### src/rtl/ahb_bram_arb2.sv
// Two-master AHB-Lite arbiter in front of one shared BRAM slave port.
// Losing masters are parked in a one-entry pending register and stalled via HREADYOUT.
module ahb_bram_arb2 #(
  parameter int ADDRESSWIDTH = 14
) (
  input  logic                    HCLK,
  input  logic                    HRESETn,

  input  logic                    M0_HSEL,
  input  logic                    M0_HREADY,
  input  logic [1:0]              M0_HTRANS,
  input  logic [1:0]              M0_HSIZE,
  input  logic                    M0_HWRITE,
  input  logic [ADDRESSWIDTH-1:0] M0_HADDR,
  input  logic [31:0]             M0_HWDATA,
  output logic                    M0_HREADYOUT,
  output logic                    M0_HRESP,
  output logic [31:0]             M0_HRDATA,

  input  logic                    M1_HSEL,
  input  logic                    M1_HREADY,
  input  logic [1:0]              M1_HTRANS,
  input  logic [1:0]              M1_HSIZE,
  input  logic                    M1_HWRITE,
  input  logic [ADDRESSWIDTH-1:0] M1_HADDR,
  input  logic [31:0]             M1_HWDATA,
  output logic                    M1_HREADYOUT,
  output logic                    M1_HRESP,
  output logic [31:0]             M1_HRDATA,

  output logic                    S_HSEL,
  output logic [1:0]              S_HTRANS,
  output logic [1:0]              S_HSIZE,
  output logic                    S_HWRITE,
  output logic [ADDRESSWIDTH-1:0] S_HADDR,
  output logic [31:0]             S_HWDATA,
  output logic                    S_HREADY,
  input  logic                    S_HREADYOUT,
  input  logic                    S_HRESP,
  input  logic [31:0]             S_HRDATA
);

  localparam int AW = ADDRESSWIDTH - 1;

  typedef enum logic [1:0] {OWN_NONE = 2'd0, OWN_M0 = 2'd1, OWN_M1 = 2'd2} owner_e;

  owner_e      owner_q, owner_d;
  logic        last_q, last_d;  // 1 when M1 received the most recent grant
  logic [1:0]  pend_vld_q, pend_vld_d;
  logic [1:0]  pend_wr_q, pend_wr_d;
  logic [1:0]  pend_size_q [2];
  logic [1:0]  pend_size_d [2];
  logic [AW:0] pend_addr_q [2];
  logic [AW:0] pend_addr_d [2];
  logic [AW:0] s_addr_q, s_addr_d;
  logic [1:0]  s_size_q, s_size_d;
  logic        s_wr_q, s_wr_d;

  logic [1:0]  m_sel, m_rdy, m_wr;
  logic [1:0]  m_trans [2];
  logic [1:0]  m_size [2];
  logic [AW:0] m_addr [2];
  logic [1:0]  live, cand, cand_wr, issue, owner_is, hrdyout, hresp;
  logic [1:0]  cand_size [2];
  logic [AW:0] cand_addr [2];
  logic        slot_free, issue_any, gnt;

  assign m_sel      = {M1_HSEL, M0_HSEL};
  assign m_rdy      = {M1_HREADY, M0_HREADY};
  assign m_wr       = {M1_HWRITE, M0_HWRITE};
  assign m_trans[0] = M0_HTRANS;
  assign m_trans[1] = M1_HTRANS;
  assign m_size[0]  = M0_HSIZE;
  assign m_size[1]  = M1_HSIZE;
  assign m_addr[0]  = M0_HADDR;
  assign m_addr[1]  = M1_HADDR;
  assign owner_is   = {owner_q == OWN_M1, owner_q == OWN_M0};

  // A parked master is stalled, so its bus cannot present a fresh request.
  generate
    for (genvar gi = 0; gi < 2; gi++) begin : g_m
      assign live[gi]      = m_sel[gi] & m_rdy[gi] & ~pend_vld_q[gi]
                             & ((m_trans[gi] == 2'b10) | (m_trans[gi] == 2'b11));
      assign cand[gi]      = pend_vld_q[gi] | live[gi];
      assign cand_addr[gi] = pend_vld_q[gi] ? pend_addr_q[gi] : m_addr[gi];
      assign cand_size[gi] = pend_vld_q[gi] ? pend_size_q[gi] : m_size[gi];
      assign cand_wr[gi]   = pend_vld_q[gi] ? pend_wr_q[gi]   : m_wr[gi];
      assign hrdyout[gi]   = owner_is[gi] ? S_HREADYOUT : ~pend_vld_q[gi];
      assign hresp[gi]     = owner_is[gi] ? S_HRESP : 1'b0;
    end
  endgenerate

  always_comb begin
    slot_free = (owner_q == OWN_NONE) | S_HREADYOUT;
    issue     = 2'b00;
    if (slot_free) begin
      if (&cand) issue = last_q ? 2'b01 : 2'b10;
      else       issue = cand;
    end
    issue_any = |issue;
    gnt       = issue[1];
    last_d    = issue_any ? gnt : last_q;

    owner_d = owner_q;
    if (slot_free) owner_d = issue[0] ? OWN_M0 : (issue[1] ? OWN_M1 : OWN_NONE);

    // Idle cycles keep the last address-phase controls on the slave port.
    s_addr_d = issue_any ? cand_addr[gnt] : s_addr_q;
    s_size_d = issue_any ? cand_size[gnt] : s_size_q;
    s_wr_d   = issue_any ? cand_wr[gnt]   : s_wr_q;

    pend_vld_d = pend_vld_q;
    pend_wr_d  = pend_wr_q;
    for (int i = 0; i < 2; i++) begin
      pend_addr_d[i] = pend_addr_q[i];
      pend_size_d[i] = pend_size_q[i];
      if (issue[i]) begin
        pend_vld_d[i] = 1'b0;
      end else if (live[i]) begin
        pend_vld_d[i]  = 1'b1;
        pend_addr_d[i] = m_addr[i];
        pend_size_d[i] = m_size[i];
        pend_wr_d[i]   = m_wr[i];
      end
    end
  end

  always_ff @(posedge HCLK or negedge HRESETn) begin
    if (!HRESETn) begin
      owner_q    <= OWN_NONE;
      last_q     <= 1'b1;
      pend_vld_q <= 2'b00;
      pend_wr_q  <= 2'b00;
      for (int i = 0; i < 2; i++) begin
        pend_addr_q[i] <= '0;
        pend_size_q[i] <= 2'b00;
      end
      s_addr_q <= '0;
      s_size_q <= 2'b00;
      s_wr_q   <= 1'b0;
    end else begin
      owner_q    <= owner_d;
      last_q     <= last_d;
      pend_vld_q <= pend_vld_d;
      pend_wr_q  <= pend_wr_d;
      for (int i = 0; i < 2; i++) begin
        pend_addr_q[i] <= pend_addr_d[i];
        pend_size_q[i] <= pend_size_d[i];
      end
      s_addr_q <= s_addr_d;
      s_size_q <= s_size_d;
      s_wr_q   <= s_wr_d;
    end
  end

  always_comb begin
    S_HWDATA = 32'h0;
    case (owner_q)
      OWN_M0:  S_HWDATA = M0_HWDATA;
      OWN_M1:  S_HWDATA = M1_HWDATA;
      default: S_HWDATA = 32'h0;
    endcase
  end

  assign S_HSEL    = issue_any;
  assign S_HTRANS  = issue_any ? 2'b10 : 2'b00;
  assign S_HADDR   = s_addr_d;
  assign S_HSIZE   = s_size_d;
  assign S_HWRITE  = s_wr_d;
  assign S_HREADY  = (owner_q == OWN_NONE) ? 1'b1 : S_HREADYOUT;

  assign M0_HREADYOUT = hrdyout[0];
  assign M1_HREADYOUT = hrdyout[1];
  assign M0_HRESP     = hresp[0];
  assign M1_HRESP     = hresp[1];
  assign M0_HRDATA    = S_HRDATA;
  assign M1_HRDATA    = S_HRDATA;

endmodule

### config.mk
export PLATFORM = sky130hd
export DESIGN_NAME = ahb_bram_arb2
export DESIGN_NICKNAME = d
export VERILOG_FILES = /design/src/rtl/ahb_bram_arb2.sv
export SDC_FILE = /design/constraint.sdc
export NUM_CORES = 1
export LEC_CHECK = 0
export BUFFER_PORTS_ARGS = -buffer_cell sky130_fd_sc_hd__buf_2
export CORE_MARGIN = 4
export CORE_UTILIZATION = 40
export CTS_CLUSTER_DIAMETER = 60
export DETAILED_ROUTE_END_ITERATION = 16
export PLACE_DENSITY = 0.8
export SYNTH_ARGS = -nofsm -noshare
export SYNTH_HDL_FRONTEND = slang
export SYNTH_SLANG_ARGS = --single-unit
export TNS_END_PERCENT = 1
### constraint.sdc
create_clock -name HCLK -period 4.9 [get_ports HCLK]
set_input_delay 0.735 -clock HCLK [delete_from_list [all_inputs] [get_ports HCLK]]
set_output_delay 0.735 -clock HCLK [all_outputs]
set_load 0.02 [all_outputs]
==> results.yml <==
setup_path:
  r2r_slack_ps: 2400
  max_stage_delay_ps: 1010
  startpoint: "owner_q[1]"
  r2r_end: "pend_addr_q[21]"
  worstRegToRegCells: 6
  cp_slowest_cell: "ha_1"
  crit_required_ps: 4160
  worstPathCellList: "inv_1 > ha_1 > a22oi_1 > nor2b_1 > buf_2"
  crit_end: "S_HWDATA[22]"
  critical_path_class: "reg2out"
  r2r-start: "owner_q[0]"
  cp_data_arrival_time_ps: 2470
  critPathMaxFanout: 34
  end_kind: "output port"
  startpoint_type: "flip-flop"
floorplan:
  start_util: 0.419
  die_w_um: 107
  die-area_sq_um: 11500
  core_sq_um: 9420
  rows: 35
  die_h_um: 107
  num_io_pins: 263
detailed_routing:
  num_vias: 3343
  ant_nets: 0
  drtIter0Drc: 201
  avgRoutedWirePerCell_um: 21.6
  drt-total-wl_um: 12900
  drc: 0
  drt-pass1-iter-count: 5
  vias_per_cell: 5.60
clock_tree:
  cts_buffers: 5
  cts-resized-gates: 0
  clockRootBuffer: "clkbuf_8"
  post_cts_buffers: 0
  cts_tree: "built"
  hold_buffers: 0
  clock_sinks: 56
  insertion_delay_ps: 310
  htree_num_levels: 2
  cts_buffer_depth: 2
  clk_pin_slew_worst_paths_ps: 110
synth:
  netlist_area_sq_um: 3950
  synth_edf_count: 0
  yosysTopAreaCell: "dfrtp_1"
  synth_seq_area_share: 0.355
  synth-simple-area-share: 0.117
  postSynthAreaPerCell_sq_um: 10.1
  synthXorXnorAreaFrac: 0
  yosysWarnings: 0
  synth_area_leaders: "dfrtp_1 35%, buf_4 13%, mux2_2 9.7%"
  synthCells: 390
  ys_async_sr_fraction: 1.00
  synth_common_cells: "69 x buf_4, 55 x dfrtp_1, 50 x nor2b_1, 34 x mux2_2, 32 x a22oi_1"
  synth_top_family_by_area: "compound AO/OA/AOI/OAI gates"
  synth.most_common_cell: "buf_4"
  synthAdderAreaFrac: 0.00951
  synth-main-ff-cell: "dfrtp_1"
  synth_mux_area_frac: 0.145
  synth_compound_area_frac: 0.201
  yosysUniqueCellTypes: 35
  syn_nets: 535
  synth_top_area_share: 0.349
  ys_seq_elements: 56
global_route:
  grt_pass1_wl_um: 19100
  overflow: 0
  antenna_found_initial: 2
  grt_max_degree: 57
  grt_pass1_vias: 3284
  grt_usage: 0.212
placement:
  dp_hpwl_um: 10000
  portBuffers: 163
  dp.cells: 589
  gp_congestion: 0.814
  placedInstanceArea_sq_um: 4320
job:
  drv_cap: 0
timing:
  hold_viol_final: 0
  rsz0062_at_grt: "false"
  drv_slew: 0
  finalClockSkew_ps: 12.9
  finalSetupTns_ps: 0
  post-route-min-period_ps: 3210
  whs_ps: 516
  fmax_mhz: 312
  slew_headroom: 0.150
  period_share: 0.655
  finalSetupViolCount: 0
  worstMarginPinSlew_ps: 1270
final_layout:
  antenna_cells: 0
  design_area_sq_um: 4430
  drive_gt1_frac: 0.506
  area_growth_pct: 12.2
  stdcell_count: 597
  nNetsFinal: 612
  fillers: 879
power_and_ir_drop:
  vdd_drop_max_v: 0.000390
  power.leakage_nw: 1.98
  powerDensity_nw_per_um2: 453
  finalPower_w: 0.00201
min_path:
  holdCritPathClass: "reg2reg"
outcome:
  status: "completed"
-- flip-flops by register name, indices dropped and copies added, names as in the netlist --
register     flops
pend_addr_q     28
s_addr_q        14
pend_size_q      4
owner_q          2
pend_vld_q       2
pend_wr_q        2
s_size_q         2
last_q           1
s_wr_q           1
-- per-stage QoR --
stage | worst slack (ps) | util
5_1_grt | 1460 | 0.470
2_1_floorplan | 2370 | -
3_5_place_dp | 1800 | 0.459
4_1_cts | 1700 | 0.470
3_3_place_gp | 1780 | 0.459
6_report | 1690 | 0.470
-- how the worst min path moves through the flow --
stage	start	end	slack [ps]	cells past startpoint
final	pend_addr_q[7]	pend_addr_q[7]	520	1
after global routing	pend_addr_q[20]	pend_addr_q[20]	530	1
after CTS	pend_addr_q[7]	pend_addr_q[7]	520	1
after detailed placement	pend_addr_q[7]	pend_addr_q[7]	500	1
after global placement	pend_addr_q[11]	pend_addr_q[11]	490	1
after floorplan	HRESETn	owner_q[0]	440	0
-- placed cells by master, fill, tap and decap left out, drive strengths merged --
cell type and count:
mux2 34, o311ai 1, o21ai 1, a22oi 32, nor2 19, clkinv 1, dfrtp 55, clkbuf 6
a31oi 3, o22ai 3, o221ai 1, conb 1, a21oi 18, bufinv 1, and3 1, a311oi 1
dfstp 1, o21bai 1, ha 3, and4b 1, o2111ai 17, mux2i 19, inv 5, nor2b 50
nand2b 1, nand3 1, o221a 17, nand4b 1, and2 3, buf 169, a31o 1
-- kinds of logic after synthesis --
| kind of cell | count (synthesis) |
|---|---|
| AOI/OAI and AO/OA | 96 |
| adders and majority gates | 3 |
| buffers and inverters | 104 |
| DFF | 56 |
| muxes | 53 |
| other | 1 |
| and+or+nand+nor | 77 |
-- power breakdown --
| group | switching [W] | internal [W] | leakage, nW |
|---|---|---|---|
| Combinational | 0.000488 | 0.000412 | 1.25 |
| Sequential | 0.000119 | 0.000681 | 0.672 |
| Clock | 0.000154 | 0.000152 | 0.0552 |
| Total | 0.000761 | 0.00125 | 1.98 |
-- metal layers --
layer,vias up,GRT usage,part of all wire
met5,-,0,0.0011
met4,4,0.0622,0.022
met3,26,0.0618,0.098
met2,209,0.347,0.50
met1,1612,0.272,0.38
li1,1492,-,-
-- area by class of cell --
| class | count | area, sq um | area share |
|---|---|---|---|
| clock inverter | 2 | 35.0 | 0.00791 |
| sequential | 56 | 1400 | 0.317 |
| multi-input combinational | 230 | 1880 | 0.424 |
| tap | 129 | 161 | 0.0364 |
| timing repair buffer | 169 | 861 | 0.194 |
| inverter | 5 | 18.8 | 0.00424 |
| clock buffer | 6 | 72.6 | 0.0164 |
-- critical path: cells and delay by family (launching register included) --
| family | cells | cell delay (ps) |
|---|---|---|
| adder cells (fa/ha/maj) | 1 | 1010 |
| AND/OR/NAND/NOR | 1 | 200 |
| AO/OA/AOI/OAI | 1 | 240 |
| buffers and inverters | 2 | 290 |
| flip-flops | 1 | 410 |
Power figures use the tool's default switching activity.
